$ cat src/rtl/spi_slave_if.sv
// SPI mode-0 responder: oversamples SCLK/CS_N/MOSI on clk_in, hands received words to fabric
// and shifts fabric words onto MISO. Build with SPI_SLAVE_UNDERRUN_EN to add the tx_underrun pulse.
module spi_slave_if #(
   parameter int                WIDTH       = 8,
   parameter int                SYNC_STAGES = 2,
   parameter logic [WIDTH-1:0]  DEFAULT_TX  = 8'hFF
) (
   input  logic             clk_in,
   input  logic             rst,
   input  logic             sclk,
   input  logic             cs_n,
   input  logic             mosi,
   output logic             miso,
   output logic             miso_oe,
   output logic [WIDTH-1:0] rx_data,
   output logic             rx_valid,
   input  logic [WIDTH-1:0] tx_data,
   input  logic             tx_valid,
   output logic             tx_ready
`ifdef SPI_SLAVE_UNDERRUN_EN
   ,
   output logic             tx_underrun
`endif
);

   localparam int             CW   = $clog2(WIDTH);
   localparam logic [CW-1:0]  LAST = CW'(WIDTH - 1);

   typedef enum logic {S_IDLE, S_ACTIVE} state_t;

   state_t                 r_state;
   logic [SYNC_STAGES-1:0] r_sclk_sync;
   logic [SYNC_STAGES-1:0] r_cs_sync;
   logic [SYNC_STAGES-1:0] r_mosi_sync;
   logic                   r_sclk_d;
   logic                   r_cs_d;
   logic [CW-1:0]          r_bit_cnt;
   logic [WIDTH-2:0]       r_rx_shift;
   logic [WIDTH-2:0]       r_tx_shift;
   logic                   r_rx_pend;

   logic                   w_sclk_s;
   logic                   w_cs_s;
   logic                   w_mosi_s;
   logic                   w_sclk_rise;
   logic                   w_sclk_fall;
   logic                   w_cs_fall;
   logic                   w_cs_rise;
   logic [WIDTH-1:0]       w_load_word;
   logic [WIDTH-1:0]       w_rx_word;

   assign w_sclk_s    = r_sclk_sync[SYNC_STAGES-1];
   assign w_cs_s      = r_cs_sync[SYNC_STAGES-1];
   assign w_mosi_s    = r_mosi_sync[SYNC_STAGES-1];
   assign w_sclk_rise = w_sclk_s & ~r_sclk_d;
   assign w_sclk_fall = ~w_sclk_s & r_sclk_d;
   assign w_cs_fall   = ~w_cs_s & r_cs_d;
   assign w_cs_rise   = w_cs_s & ~r_cs_d;
   assign w_load_word = tx_valid ? tx_data : DEFAULT_TX;
   assign w_rx_word   = {r_rx_shift, w_mosi_s};

   always_ff @(posedge clk_in) begin
      if (rst) begin
         r_sclk_sync <= '0;
         r_cs_sync   <= '1;
         r_mosi_sync <= '0;
         r_sclk_d    <= 1'b0;
         r_cs_d      <= 1'b1;
      end else begin
         r_sclk_sync <= {r_sclk_sync[SYNC_STAGES-2:0], sclk};
         r_cs_sync   <= {r_cs_sync[SYNC_STAGES-2:0], cs_n};
         r_mosi_sync <= {r_mosi_sync[SYNC_STAGES-2:0], mosi};
         r_sclk_d    <= w_sclk_s;
         r_cs_d      <= w_cs_s;
      end
   end

   // rx_data is written one cycle ahead of the rx_valid pulse so it is settled when the pulse is seen.
   always_ff @(posedge clk_in) begin
      if (rst) begin
         r_state    <= S_IDLE;
         r_bit_cnt  <= '0;
         r_rx_shift <= '0;
         r_tx_shift <= '0;
         r_rx_pend  <= 1'b0;
         miso       <= 1'b0;
         miso_oe    <= 1'b0;
         rx_data    <= '0;
         rx_valid   <= 1'b0;
         tx_ready   <= 1'b0;
`ifdef SPI_SLAVE_UNDERRUN_EN
         tx_underrun <= 1'b0;
`endif
      end else begin
         rx_valid  <= r_rx_pend;
         r_rx_pend <= 1'b0;
         tx_ready  <= 1'b0;
`ifdef SPI_SLAVE_UNDERRUN_EN
         tx_underrun <= 1'b0;
`endif
         case (r_state)
            S_IDLE: begin
               miso_oe   <= 1'b0;
               r_bit_cnt <= '0;
               if (w_cs_fall) begin
                  r_state    <= S_ACTIVE;
                  miso_oe    <= 1'b1;
                  r_tx_shift <= w_load_word[WIDTH-2:0];
                  miso       <= w_load_word[WIDTH-1];
                  tx_ready   <= tx_valid;
`ifdef SPI_SLAVE_UNDERRUN_EN
                  tx_underrun <= ~tx_valid;
`endif
               end
            end
            S_ACTIVE: begin
               miso_oe <= 1'b1;
               if (w_cs_rise) begin
                  r_state    <= S_IDLE;
                  miso_oe    <= 1'b0;
                  miso       <= 1'b0;
                  r_bit_cnt  <= '0;
                  r_rx_shift <= '0;
                  r_tx_shift <= '0;
               end else if (w_sclk_rise) begin
                  r_rx_shift <= w_rx_word[WIDTH-2:0];
                  if (r_bit_cnt == LAST) begin
                     rx_data   <= w_rx_word;
                     r_rx_pend <= 1'b1;
                     r_bit_cnt <= '0;
                  end else begin
                     r_bit_cnt <= r_bit_cnt + CW'(1);
                  end
               end else if (w_sclk_fall) begin
                  // bit_cnt==0 after a fall means a word just completed: reload for back-to-back words.
                  if (r_bit_cnt != '0) begin
                     miso       <= r_tx_shift[WIDTH-2];
                     r_tx_shift <= {r_tx_shift[WIDTH-3:0], 1'b0};
                  end else begin
                     r_tx_shift <= w_load_word[WIDTH-2:0];
                     miso       <= w_load_word[WIDTH-1];
                     tx_ready   <= tx_valid;
`ifdef SPI_SLAVE_UNDERRUN_EN
                     tx_underrun <= ~tx_valid;
`endif
                  end
               end
            end
            default: r_state <= S_IDLE;
         endcase
      end
   end

endmodule

$ cat config.mk
export PLATFORM = sky130hd
export DESIGN_NAME = spi_slave_if
export DESIGN_NICKNAME = d
export VERILOG_FILES = /design/src/rtl/spi_slave_if.sv
export SDC_FILE = /design/constraint.sdc
export NUM_CORES = 1
export LEC_CHECK = 0
export CORE_MARGIN = 2
export CORE_UTILIZATION = 40
export DETAILED_ROUTE_END_ITERATION = 16
export HOLD_SLACK_MARGIN = 0.03
export PLACE_DENSITY = 0.59
export SETUP_SLACK_MARGIN = 0.05
export SYNTH_ARGS = -nofsm -noshare
export SYNTH_HDL_FRONTEND = slang
export SYNTH_SLANG_ARGS = --single-unit
$ cat constraint.sdc
create_clock -name clk_in -period 4.1 [get_ports clk_in]
set_clock_uncertainty 0.1 [all_clocks]
set_input_delay 0.82 -clock clk_in [delete_from_list [all_inputs] [get_ports clk_in]]
set_output_delay 0.82 -clock clk_in [all_outputs]
set_load 0.005 [all_outputs]
# [Word level (Yosys, flattened, before mapping)]
# Cells that the tools add are included.
[totals] ff_bits=38
[classes] add_sub_neg=1 eq_ne=5 mux=29 n_bitwise=11 n_reduce_logical=6
[ops] cell="$mux W7" count=7
[ops] cell="$pmux W7 S2" count=1
[ops] cell="$mux W1" count=13
[ops] cell="$mux W3" count=3
[ops] cell="$mux W8" count=1
[ops] cell="$not A1 Y1" count=7
[ops] cell="$ne A3 B1 Y1 const B" count=2
[ops] cell="$pmux W1 S2" count=3
[ops] cell="$pmux W3 S2" count=1
[ops] cell="$and A1 B1 Y1" count=4
[ops] cell="$reduce_and A4 Y1" count=1
[ops] cell="$reduce_or A4 Y1" count=1
[ops] cell="$add A3 B1 Y3 const B" count=1
[ops] cell="$eq A3 B3 Y1 const B" count=1
[ops] cell="$ne A3 B2 Y1 const B" count=1
[ops] cell="$reduce_and A3 Y1" count=1
[ops] cell="$reduce_bool A3 Y1" count=1
[ops] cell="$ne A2 B2 Y1 const B" count=1
[ops] cell="$reduce_and A2 Y1" count=1
[ops] cell="$reduce_bool A2 Y1" count=1

# [Longest topological paths before layout]
# Gate-level depths: netlist (run 1).
[logic_depth] ltp_word=6 depth_mapped=8 depth_no_buf=7

# [Worst setup path after synthesis (run 1)]
# No wires, ideal clock.
[synth_timing] path_type="input to register" start="in rst" end="reg r_cs_sync[0]" setup_time_ns=0.123 t_arrival_ns=1.477 t_required_ns=3.877 path_slack_ns=2.400 cell_stages=3 path_cell_list="clkbuf_1 -> clkbuf_1 -> or2_2"
[synth_rtl] element="from (decl)" line="9" rtl="input logic rst,"
[synth_rtl] element="to (signal assigned)" line="71" rtl="r_cs_sync <= {r_cs_sync[SYNC_STAGES-2:0], cs_n};"
[synth_rtl] element="to (decl)" line="33" rtl="logic [SYNC_STAGES-1:0] r_cs_sync;"
# No word-level cell between the ends.

==> metrics.cfg, run 1 <==
[clock_tree]
cts.sinks=38
post_cts_buffers=0
hold_buffers=0
insertion_delay_ps=280
cts_inserted_buffers=5
clk_pin_slew_ps=70
cts_tree=yes
cts_htree_levels=2
cts.path.max_buffers=2
cts_resized=0
cts_root_buf=clkbuf_8

[worst_setup_path]
worst_ep_required_time_ps=3180
reg2reg_slack_ps=1900
arrival_ps=1460
crit_family=flip-flops
path_max_fanout=13
path_buf_inv=1
start_kind=flop
cpPeakStageDelay_ps=590
critPathCaptureType=output pin
cp_slowest_cell=dfxtp_1
path_class=flop to output pin
path_cells=clkdlybuf4s50_1

[timing]
setup_tns_ps=0
fin_crit_sh=0.581
hold_viol_final=0
rsz0062_at_grt=no
slew_headroom=0.418
setup_violations=0
slew_viol_final=0
max_freq_ghz=0.420
min_period_ps=2380
finalWorstSetupSlack_ps=1720
tightest_slew_ps=871

[power]
seqPwrFrac=0.517
vdd_drop_max_uv=281
p_switching_w=0.000152
power_frac_comb=0.077
swShare=0.204
leakagePower_nw=0.684
p_int_w=0.000594
powerDensity_nw_per_um2=396
p_clk_frac=0.406

[placement]
pre_cts_ws_ps=1480
place_congestion=0.757
dp_hpwl_mm=2.03
portBuffers=25
placed_area_um2=1780

[logic_synthesis]
synth_cell_types=26
ys_ff_latch=38
synth-seq-area-share=0.506
yosysWarnings=0
syn_inst=160
syn_area_per_cell_um2=9.40
syn-num-nets=177
syn_area_um2=1500

[drt]
route.detailed.drc=0
via_per_inst=5.05
first_pass_iters=4
ant_nets=0
vias=1176
wl_mm=2.93
wl_per_cell_um=12.6
drt_first_iter_violations=75

[floorplan]
rows=22
die_w_um=65.3
core_area_um2=3630
die_h_um=65.3
ios=26
die-area_um2=4270
initial_core_util=0.414

[worst_hold_path]
hp-class=flop to flop

[finish]
ff_latch_area_um2=761
multi_input_area_um2=681
final_common_cell=dfxtp_1
syn2layout_area_growth_pct=25.3
final_cell_mix=dfxtp_1, clkdlybuf4s50_1, nor2_1
nets=201
design_area_um2=1880
diodes=0
nFillCells=356
drive_above_1_share=0.0865

[global_routing]
grt_pass1_vias=1109
gr-usage-all-layers=0.153
grt-ovfl-total=0
grt_max_degree=26
grt_antenna_before_repair=0
grt_pass1_wl_mm=4.97

[run]
max_cap_viol_count=0

[outcome]
outcome=finished, final reports clean

==> power by group through the flow <==
stage          Combinational, W  Sequential (W)  Clock (W)
2_1_floorplan         0.0000367        0.000392          0
3_3_place_gp          0.0000564        0.000394          0
3_5_place_dp          0.0000572        0.000394          0
4_1_cts               0.0000577        0.000386   0.000314
5_1_grt               0.0000631        0.000387   0.000331
6_report              0.0000571        0.000386   0.000303
==> state kept, by name (all words and copies together) (netlist names), 2 cells and up <==
signal,cells
r_sclk_sync,2
r_mosi_sync,2
r_rx_shift,7
r_tx_shift,7
rx_data,8
r_bit_cnt,3
r_cs_sync,2
==> logic make-up (layout without fill, tap and decap cells) <==
group	Yosys count	count (layout)	share of synthesized area
flip-flops	38	38	0.506
buffers and inverters	14	39	0.0416
AO/OA/AOI/OAI	38	38	0.163
adder cells (fa/ha/maj)	3	3	0.0250
multiplexers	9	9	0.0599
AND/OR/NAND/NOR	58	58	0.205
==> cells in the mapped netlist (all sizes together) <==
cell     count  area [um2]
nand2b       3        26.3
or2          3        18.8
nor2b        8        50.1
ha           3        37.5
nand3        8        40.0
buf          3        21.3
and3         2        17.5
dfxtp       38         761
and2b        1        8.76
or2b         1        8.76
nor3         5        36.3
nor2        17        63.8
a22oi        7        52.6
nand2       10        37.5
clkbuf       6        22.5
inv          5        18.8
mux2i        9        90.1
o21ai       10        50.1
a2bb2oi      7        61.3
a21oi       14        81.3
==> metrics by stage <==
stage                     utilization  power, W  hold slack [ps]  cells
final                           0.519  0.000746              310    233
after global routing            0.519  0.000781              326    233
after CTS                       0.519  0.000757              313    233
after detailed placement        0.489  0.000452              296    225
after global placement          0.489  0.000451              296    225
after floorplan                     -  0.000429              289    160
==> worst paths after layout <==
check / startpoint / endpoint / cells after the start
max: r_state / miso_oe / 1
min reg2reg: r_cs_sync[0] / r_cs_sync[1] / 1
max reg2reg: r_state / rx_data[3] / 5
min: r_cs_sync[0] / r_cs_sync[1] / 1
==> layer usage <==
| metal | vias up | track usage | part of all wire |
|---|---|---|---|
| li1 | 594 | - | - |
| met1 | 548 | 0.186 | 0.48 |
| met2 | 30 | 0.245 | 0.46 |
| met3 | 4 | 0.0548 | 0.054 |
| met4 | 0 | 0.0625 | 0.012 |
| met5 | - | 0 | 0 |
==> cell type report <==
cell class                      instances  area share
Clock inverter                          1      0.0159
Clock buffer                            7      0.0405
Multi-Input combinational cell        108       0.361
Timing Repair Buffer                   26       0.137
Inverter                                5     0.00996
Tap cell                               48      0.0319
Sequential cell                        38       0.404
No activity file was read; power rests on OpenSTA's default activity.
==> inputs of run 2 (changes only) <==
- PLACE_DENSITY: 0.59 -> 0.62
- clock period: 4.1 -> 2.1 ns (I/O delays scaled with it)
==> metrics.cfg, run 2 (synthesized netlist as in run 1, its figures left out) <==
[drt]
via_per_inst=5.00  ; was 5.05
wl_per_cell_um=12.5  ; was 12.6 um
ant_nets=0  ; unchanged
drt_first_iter_violations=82  ; was 75
vias=1174  ; was 1176
route.detailed.drc=0  ; unchanged
first_pass_iters=4  ; unchanged
wl_mm=2.93  ; about the same

[worst_setup_path]
start_kind=flop  ; unchanged
cp_slowest_cell=clkdlybuf4s50_1  ; was dfxtp_1
critPathCaptureType=output pin  ; unchanged
cpPeakStageDelay_ps=580  ; was 590 ps
arrival_ps=1430  ; was 1460 ps
reg2reg_to=r_tx_shift[2]  ; was rx_data[3]
path_buf_inv=1  ; unchanged
path_max_fanout=13  ; unchanged
path_cells=clkdlybuf4s50_1  ; unchanged
r2r-start=r_bit_cnt[0]  ; was r_state
worst_ep_required_time_ps=1580  ; was 3180 ps
rr_worst_depth=8  ; was 5
reg2reg_slack_ps=310  ; was 1900 ps
crit_family=buffers and inverters  ; was flip-flops
path_class=flop to output pin  ; unchanged

[clock_tree]
cts_root_buf=clkbuf_8  ; unchanged
cts_resized=0  ; unchanged
cts.sinks=38  ; unchanged
cts_tree=yes  ; unchanged
hold_buffers=0  ; unchanged
insertion_delay_ps=280  ; about the same
post_cts_buffers=0  ; unchanged
cts.path.max_buffers=2  ; unchanged
cts_inserted_buffers=5  ; unchanged
clk_pin_slew_ps=70  ; about the same
cts_htree_levels=2  ; unchanged

[placement]
place_congestion=0.790  ; was 0.757
dp_hpwl_mm=2.08  ; was 2.03 mm
portBuffers=25  ; unchanged

[finish]
largest_reg_flops=8  ; unchanged
syn2layout_area_growth_pct=24.8  ; was 25.3%
nets=204  ; was 201
nFillCells=348  ; was 356
drive_above_1_share=0.0963  ; was 0.0865
regMostFlops=rx_data  ; unchanged
reg.largest.list=rx_data (8), r_rx_shift (7), r_tx_shift (7)  ; unchanged
final_cell_mix=dfxtp_1, clkdlybuf4s50_1, nor2_1  ; unchanged
diodes=0  ; unchanged
final_common_cell=dfxtp_1  ; unchanged

[timing]
fin_crit_sh=0.927
holdWs_ps=307  ; was 310 ps
hold_viol_final=0  ; unchanged
tightest_slew_ps=523  ; was 871 ps
slew_headroom=0.650  ; was 0.418
setup_violations=0  ; unchanged
rsz0062_at_grt=no  ; unchanged
setup_tns_ps=0  ; unchanged
min_period_ps=1950
max_freq_ghz=0.514
slew_viol_final=0  ; unchanged

[power]
powerDensity_nw_per_um2=707  ; was 396 nW/um2
vdd_drop_max_uv=485  ; was 281 uV
leakagePower_nw=0.685  ; was 0.684 nW

[floorplan]
core_area_um2=3630  ; unchanged
die_w_um=65.3  ; unchanged
initial_core_util=0.414  ; unchanged
die-area_um2=4270  ; unchanged
ios=26  ; unchanged
die_h_um=65.3  ; unchanged
rows=22  ; unchanged

[global_routing]
grt-ovfl-total=0  ; unchanged
gr-usage-all-layers=0.154  ; was 0.153
grt_pass1_wl_mm=5.12  ; was 4.97 mm
grt_antenna_before_repair=0  ; unchanged
grt_max_degree=20  ; was 26
grt_pass1_vias=1209  ; was 1109

[run]
max_cap_viol_count=0  ; unchanged

[worst_hold_path]
hold_depth=1  ; unchanged
hp-class=flop to flop  ; unchanged
hp-start=r_cs_sync[0]  ; unchanged
hold-path-endpoint=r_cs_sync[1]  ; unchanged

[outcome]
outcome=finished, final reports clean  ; unchanged

==> run 2: area by class of cell <==
type / count / area (um2) / share of cell area
clock buffer: 7 / 76.3 / 0.0407
sequential: 38 / 761 / 0.405
multi-input combinational: 108 / 681 / 0.363
timing repair buffer: 29 / 280 / 0.149
inverter: 5 / 18.8 / 0.0100
tap: 48 / 60.1 / 0.0320
==> run 2: worst max path at each step <==
stage / start / to / slack, ps / cells after the start
finish: r_state / miso_oe / 150 / 1
global route: r_state / miso_oe / 60 / 1
CTS: r_state / miso_oe / 130 / 1
detailed placement: r_bit_cnt[0] / r_tx_shift[2] / 320 / 8
global placement: tx_valid / r_tx_shift[4] / 360 / 6
floorplan: r_bit_cnt[0] / r_tx_shift[1] / 470 / 8
==> run 2: report_power, final <==
group | switching (W) | internal, W
Combinational | 0.0000479 | 0.0000649
Clock | 0.000231 | 0.000228
Sequential | 0.0000132 | 0.000742
Total | 0.000293 | 0.00103
==> run 2: worst register-to-register path, stage by stage, from the launching register on <==
cell and delay, ps:
dfxtp_1 340, inv_1 60, ha_1 120, nor2b_1 440, o21ai_1 100, buf_4 170
a2bb2oi_1 130, mux2i_1 160, nor2_1 60
==> run 2: per-stage QoR <==
step | setup WS [ps] | power, W | utilization | cell area (um2) | std cells
after floorplan | 467 | 0.000837 | - | 1500 | 160
after global placement | 364 | 0.000883 | 0.496 | 1800 | 228
after detailed placement | 315 | 0.000885 | 0.496 | 1800 | 228
after CTS | 134 | 0.00135 | 0.517 | 1880 | 235
after global routing | 58.3 | 0.00139 | 0.517 | 1880 | 235
final | 154 | 0.00133 | 0.517 | 1880 | 235
==> run 2: layer usage <==
layer	vias to the layer above	GRT usage	wire, um
met5	-	0	0
met4	0	0.0391	27
met3	2	0.0497	169
met2	35	0.272	1360
met1	535	0.180	1370
li1	602	-	-
==> inputs of run 3 (changes only) <==
- CTS_CLUSTER_DIAMETER: unset -> 200
==> results of run 3 <==
The final DEF is identical to that of run 2; final timing and power are the same.
==> variant 1, RTL diff (config.mk and constraints of run 2) <==
`SYNC_STAGES`: 2 -> 4.
--- a/src/rtl/spi_slave_if.sv
+++ b/src/rtl/spi_slave_if.sv
@@ -2,7 +2,7 @@
 // and shifts fabric words onto MISO. Build with SPI_SLAVE_UNDERRUN_EN to add the tx_underrun pulse.
 module spi_slave_if #(
    parameter int                WIDTH       = 8,
-   parameter int                SYNC_STAGES = 2,
+   parameter int                SYNC_STAGES = 4,
    parameter logic [WIDTH-1:0]  DEFAULT_TX  = 8'hFF
 ) (
    input  logic             clk_in,
Formal check against the unedited RTL: not equivalent (a bounded check fails within 4 cycles, from zero or initial values and one cycle with rst high).
==> variant 1 against run 2 <==
  * Global-route usage down 0.89 points
  * Cell area up 8.0%
  * Critical path type is now flop to flop
  * Sequential cell count up 6
  * Largest cell class unchanged
  * Synthesized cell count up 8.1%
  * Register-to-register slack worse by 0.06 ns
  * Power up 5.1%
  * Worst hold slack better by 0.00096 ns
  * Synthesized area up 11%
  * Routed wire length up 3.6%
  * Highest routed layer unchanged
  * Worst setup slack better by 0.095 ns
==> variant 1: results (changes against run 2) <==
- The share of layout cells above drive strength 1 is 0.103 (was 0.0963).
- The instance count after placement with tap cells included is 240 (was 228).
- The sequential-to-total area share from yosys stat is 0.530 (was 0.506).
- The largest net degree at the start of global routing is 44 (was 20).
- The number of DRC violations after detailed-routing iteration 0 is 92 (was 82).
- The HPWL reported at the end of detailed placement is 2030 µm (was 2080 µm).
- The maximum ir drop on the vdd rail was 455 µV (was 485 µV).
- The total number of vias came to 1,234 (was 1,174).
- The average instance area after synthesis came to 9.61 µm² (was 9.40 µm²).
- The total global routing track utilization is 0.145 (was 0.154).
- The startpoint of the worst hold path was r_cs_sync[1]$_SDFF_PP1_ (was r_cs_sync[0]$_SDFF_PP1_).
- The routability congestion estimate from global placement came to 0.725 (was 0.790).
- The via count of the first global-routing pass is 1,115 (was 1,209).
- The worst path arrival time came to 1.97 ns (was 1.43 ns).
- The final standard cell count with taps included and fillers excluded came to 245 (was 235).
- The routed length per instance is 12.4 µm (was 12.5 µm).
- The part of the power in combinational logic is 0.061 (was 0.085).
- The leakage dissipation is 0.725 nW (was 0.685 nW).
- The tightest slew margin relative to the limit came to 0.654 (was 0.650).
- The number of warnings issued by yosys is 0 (unchanged).
- The register-to-register path setup slack is 0.25 ns (was 0.31 ns).
- The fill cell total of the finished layout is 377 (was 348).
- Cell types occupying the most area after synthesis: dfxtp_1 (53%), mux2i_1 (5.4%), nor2b_1 (4.1%), a21oi_1 (3.9%), nor2_1 (3.8%) (was dfxtp_1 (51%), mux2i_1 (6.0%), a21oi_1 (4.3%), nor2_1 (4.2%), a2bb2oi_1 (4.1%)).
- The capture point of the critical path is r_tx_shift[3]$_SDFFE_PP0P_ (was miso_oe).
- The number of distinct library cells after synthesis was 28 (was 26).
- The number of cells traversed by the worst register-to-register path is 7 (was 8).
- The wire length of the first global-routing pass came to 5000 µm (was 5120 µm).
- The fraction of power spent switching nets is 0.202 (was 0.220).
- Result of the run: finished, final reports clean (unchanged).
- The total number of nets in the final design came to 214 (was 204).
- The clock share of power was 0.326 (was 0.346).
- The end point of the worst hold path was r_cs_sync[2]$_SDFF_PP1_ (was r_cs_sync[1]$_SDFF_PP1_).
- The maximum single-stage delay on the critical path is 0.41 ns (was 0.58 ns).
- Commonest cells post-synth: dfxtp_1 (44), nor2_1 (17), a21oi_1 (13) (was dfxtp_1 (38), nor2_1 (17), a21oi_1 (13)).
variant 1: area by class of cell:
class                           count  share of cell area
Timing Repair Buffer               27               0.137
Clock buffer                        5              0.0340
Tap cell                           50              0.0309
Multi-Input combinational cell    114               0.354
Inverter                            5             0.00926
Sequential cell                    44               0.435
variant 1: worst register-to-register path, cell delays in order (launching register included):
cell and delay [ns]:
dfxtp_1 0.39, inv_1 0.06, ha_1 0.18, nor2b_2 0.20
o21ai_1 0.41, a2bb2oi_1 0.22, mux2i_1 0.09, nor2_1 0.13
variant 1: routing by layer:
layer / GRT usage / vias up / wire (µm)
met3: 0.0576 / 5 / 171
met4: 0.0650 / 0 / 50
met5: 0 / - / 0
met1: 0.180 / 571 / 1430
met2: 0.221 / 28 / 1380
li1: - / 630 / -
variant 1: through the flow:
| stage | power, W | hold WS, ns | cell area (µm²) | worst slack [ns] | utilization |
|---|---|---|---|---|---|
| final | 0.00140 | 0.308 | 2030 | 0.249 | 0.507 |
| after global routing | 0.00147 | 0.324 | 2030 | 0.0726 | 0.507 |
| after CTS | 0.00142 | 0.306 | 2020 | 0.104 | 0.506 |
| after detailed placement | 0.000959 | 0.292 | 1950 | 0.225 | 0.489 |
| after global placement | 0.000957 | 0.291 | 1950 | 0.352 | 0.489 |
| after floorplan | 0.000919 | 0.289 | 1660 | 0.467 | - |
variant 1: cell families (layout without fill, tap and decap cells):
group / Yosys count / count (layout) / synth area share
AOI/OAI and AO/OA: 38 / 38 / 0.147
muxes: 9 / 9 / 0.0542
and+or+nand+nor: 64 / 64 / 0.205
buffers and inverters: 15 / 37 / 0.0406
adders and majority gates: 3 / 3 / 0.0226
DFF: 44 / 44 / 0.530
==> variant 2, RTL diff (config.mk and constraints of run 2) <==
Made on the original files. Reset style: asynchronous (`rst`), changed in 2 clocked blocks.
--- a/src/rtl/spi_slave_if.sv
+++ b/src/rtl/spi_slave_if.sv
@@ -59,7 +59,7 @@
    assign w_load_word = tx_valid ? tx_data : DEFAULT_TX;
    assign w_rx_word   = {r_rx_shift, w_mosi_s};
 
-   always_ff @(posedge clk_in) begin
+   always_ff @(posedge clk_in or posedge rst) begin
       if (rst) begin
          r_sclk_sync <= '0;
          r_cs_sync   <= '1;
@@ -76,7 +76,7 @@
    end
 
    // rx_data is written one cycle ahead of the rx_valid pulse so it is settled when the pulse is seen.
-   always_ff @(posedge clk_in) begin
+   always_ff @(posedge clk_in or posedge rst) begin
       if (rst) begin
          r_state    <= S_IDLE;
          r_bit_cnt  <= '0;
Formal check against the unedited RTL: differs if rst is asserted again (counterexample within 4 cycles, from zero or initial values and one cycle with rst high); with rst held inactive, the same outputs for 10 cycles.
==> variant 2 against run 2 <==
  * Sequential cell count unchanged
  * Utilization up 0.55 points
  * Non-clock buffer count down 2
  * Power up 16%
  * Combinational power up 76%
  * Synthesized area up 5.2%
  * Die area up 4.8%
  * Routed wire length down 7.2%
  * Worst setup slack better by 0.028 ns
  * Synthesized cell count down 26%
  * Cell area up 4.1%
  * Count of clock-buffer cells in the layout unchanged
==> variant 2: results (changes against run 2) <==
- Result of the run: finished, final reports clean (unchanged).
- The number of distinct library cells after synthesis was 23 (was 26).
- The category of cells accounting for the largest share of critical-path delay is buffers and inverters (unchanged).
- The post-CTS setup buffer count is 0 (unchanged).
- The buffer depth of the longest clock path came to 2 (unchanged).
- The register name with the most flops is rx_data (unchanged).
- The number of levels in the clock H-tree is 2 (unchanged).
- The number of vias per cell is 5.20 (was 5.00).
- The largest net degree at the start of global routing was 39 (was 20).
- The root buffer selected by CTS is clkbuf_8 (unchanged).
- The number of buffer cells added on primary ports came to 25 (unchanged).
- The wire length of the first global-routing pass is 4750 µm (was 5120 µm).
- The path type of the worst min-delay path was flop to flop (unchanged).
- The count of antenna diodes in the layout is 0 (unchanged).
- The clock latency reported for the late side of the worst-skew pair is between 0.2 and 0.3 ns.
- The horizontal extent of the die is 66.9 µm (was 65.3 µm).
- The via count of the first global-routing pass came to 1,060 (was 1,209).
- The maximum ir drop on the vdd rail came to 556 µV (was 485 µV).
- The number of warnings issued by yosys is 0 (unchanged).
- The tightest slew margin relative to the limit is 0.638 (was 0.650).
- The worst path arrival time is 1.40 ns (was 1.43 ns).
- The maximum single-stage delay on the critical path is approximately 0.57 ns.
- The largest fanout of any net on the critical path was 10 (was 13).
- The detailed-routing iteration count for the pre-antenna-repair pass is 4 (unchanged).
- Leading registers by flop count: rx_data x8, r_rx_shift x7, r_tx_shift x7 (unchanged).
- The total number of nets in the final design is 165 (was 204).
- The sequential-to-total area share from yosys stat is 0.604 (was 0.506).
- The share of layout cells above drive strength 1 is 0.208 (was 0.0963).
- The initial antenna violation count was 0 (unchanged).
- The total global routing track utilization was 0.146 (was 0.154).
- The number of instances resized during post-cts repair came to 0 (unchanged).
- The fill cell total of the finished layout is 346 (was 348).
- The leakage dissipation came to 0.877 nW (was 0.685 nW).
- The synthesized net count is 136 (was 177).
- The HPWL reported at the end of detailed placement is 1880 µm (was 2080 µm).
- The number of buffers inserted during clock tree synthesis is 5 (unchanged).
- Commonest cells post-synth: dfrtp_1 (35), mux2_2 (15), o21ai_0 (8) (was dfxtp_1 (38), nor2_1 (17), a21oi_1 (13)).
- The clock-pin slew on the worst setup and hold paths came to 0.07 ns (about the same).
- The number of DRC violations after detailed-routing iteration 0 is 18 (was 82).
- The fraction of synthesis flops using an asynchronous set or reset pin is 1.00 (was 0).
- The routability congestion estimate from global placement is 0.794 (was 0.790).
- The standard cell with the maximum stage delay on the critical path is clkdlybuf4s50_1 (unchanged).
- Cell types occupying the most area after synthesis: dfrtp_1 (55%), mux2_2 (11%), dfstp_2 (5.0%), a22o_1 (3.9%), a2bb2oi_1 (3.9%) (was dfxtp_1 (51%), mux2i_1 (6.0%), a21oi_1 (4.3%), nor2_1 (4.2%), a2bb2oi_1 (4.1%)).
- The routed length per instance was 13.8 µm (was 12.5 µm).
-- variant 2: cell count changes after synthesis, sizes merged, moves of 9 or more --
| cell | before | now |
|---|---|---|
| mux2 | 0 | 16 |
| dfrtp | 0 | 35 |
| nor2 | 17 | 3 |
| dfxtp | 38 | 0 |
| mux2i | 9 | 0 |
-- variant 2: path summary, 6_finish.rpt --
kind,cells after the start,slack [ns],start,endpoint
hold / removal,0,0.25,r_mosi_sync[0]$_DFF_PP0_,r_mosi_sync[1]$_DFF_PP0_
max in group asynchronous,3,1.11,rst,r_cs_d$_DFF_PP1_
min in group asynchronous,3,0.44,rst,rx_data[2]$_DFFE_PP0P_
setup reg to reg,6,0.25,r_bit_cnt[0]$_DFFE_PP0P_,r_tx_shift[1]$_DFFE_PP0P_
setup / recovery,1,0.18,r_state$_DFF_PP0_,miso_oe
hold reg to reg,0,0.25,r_mosi_sync[0]$_DFF_PP0_,r_mosi_sync[1]$_DFF_PP0_
-- variant 2: power by group --
group,leakage [nW],internal [W],switching [W]
sequential,0.480,0.000797,0.0000416
clock,0.0482,0.000265,0.000239
combinational,0.349,0.000113,0.0000863
total,0.877,0.00117,0.000367
-- variant 2: final cells by class --
cell class | count | area share
clock inverters | 1 | 0.00256
inverters | 6 | 0.0115
flip-flops and latches | 38 | 0.488
clock buffers | 7 | 0.0442
repair buffers | 27 | 0.136
multi-input cells | 70 | 0.287
well taps | 48 | 0.0307
-- variant 2: routing by layer --
metal,track usage,share of wire
met5,0,0
met4,0.0612,0.011
met3,0.0524,0.069
met2,0.239,0.47
met1,0.174,0.45
-- variant 2: logic make-up after synthesis --
kind of cell	count (synthesis)	share of synthesized area
and+or+nand+nor	20	0.0807
muxes	16	0.116
DFF	38	0.604
AOI/OAI and AO/OA	31	0.134
buffers and inverters	11	0.0419
adders and majority gates	3	0.0237
-- variant 2: per-stage QoR --
step                      total power, W  cell area, µm²  utilization  std cells  setup slack, ns
after CTS                        0.00157            1950        0.522        197            0.159
after floorplan                 0.000984            1580            -        119            0.563
final                            0.00154            1950        0.522        197            0.182
after detailed placement         0.00106            1860        0.498        189            0.247
after global placement           0.00105            1860        0.498        189            0.311
after global routing             0.00163            1950        0.522        197           0.0862
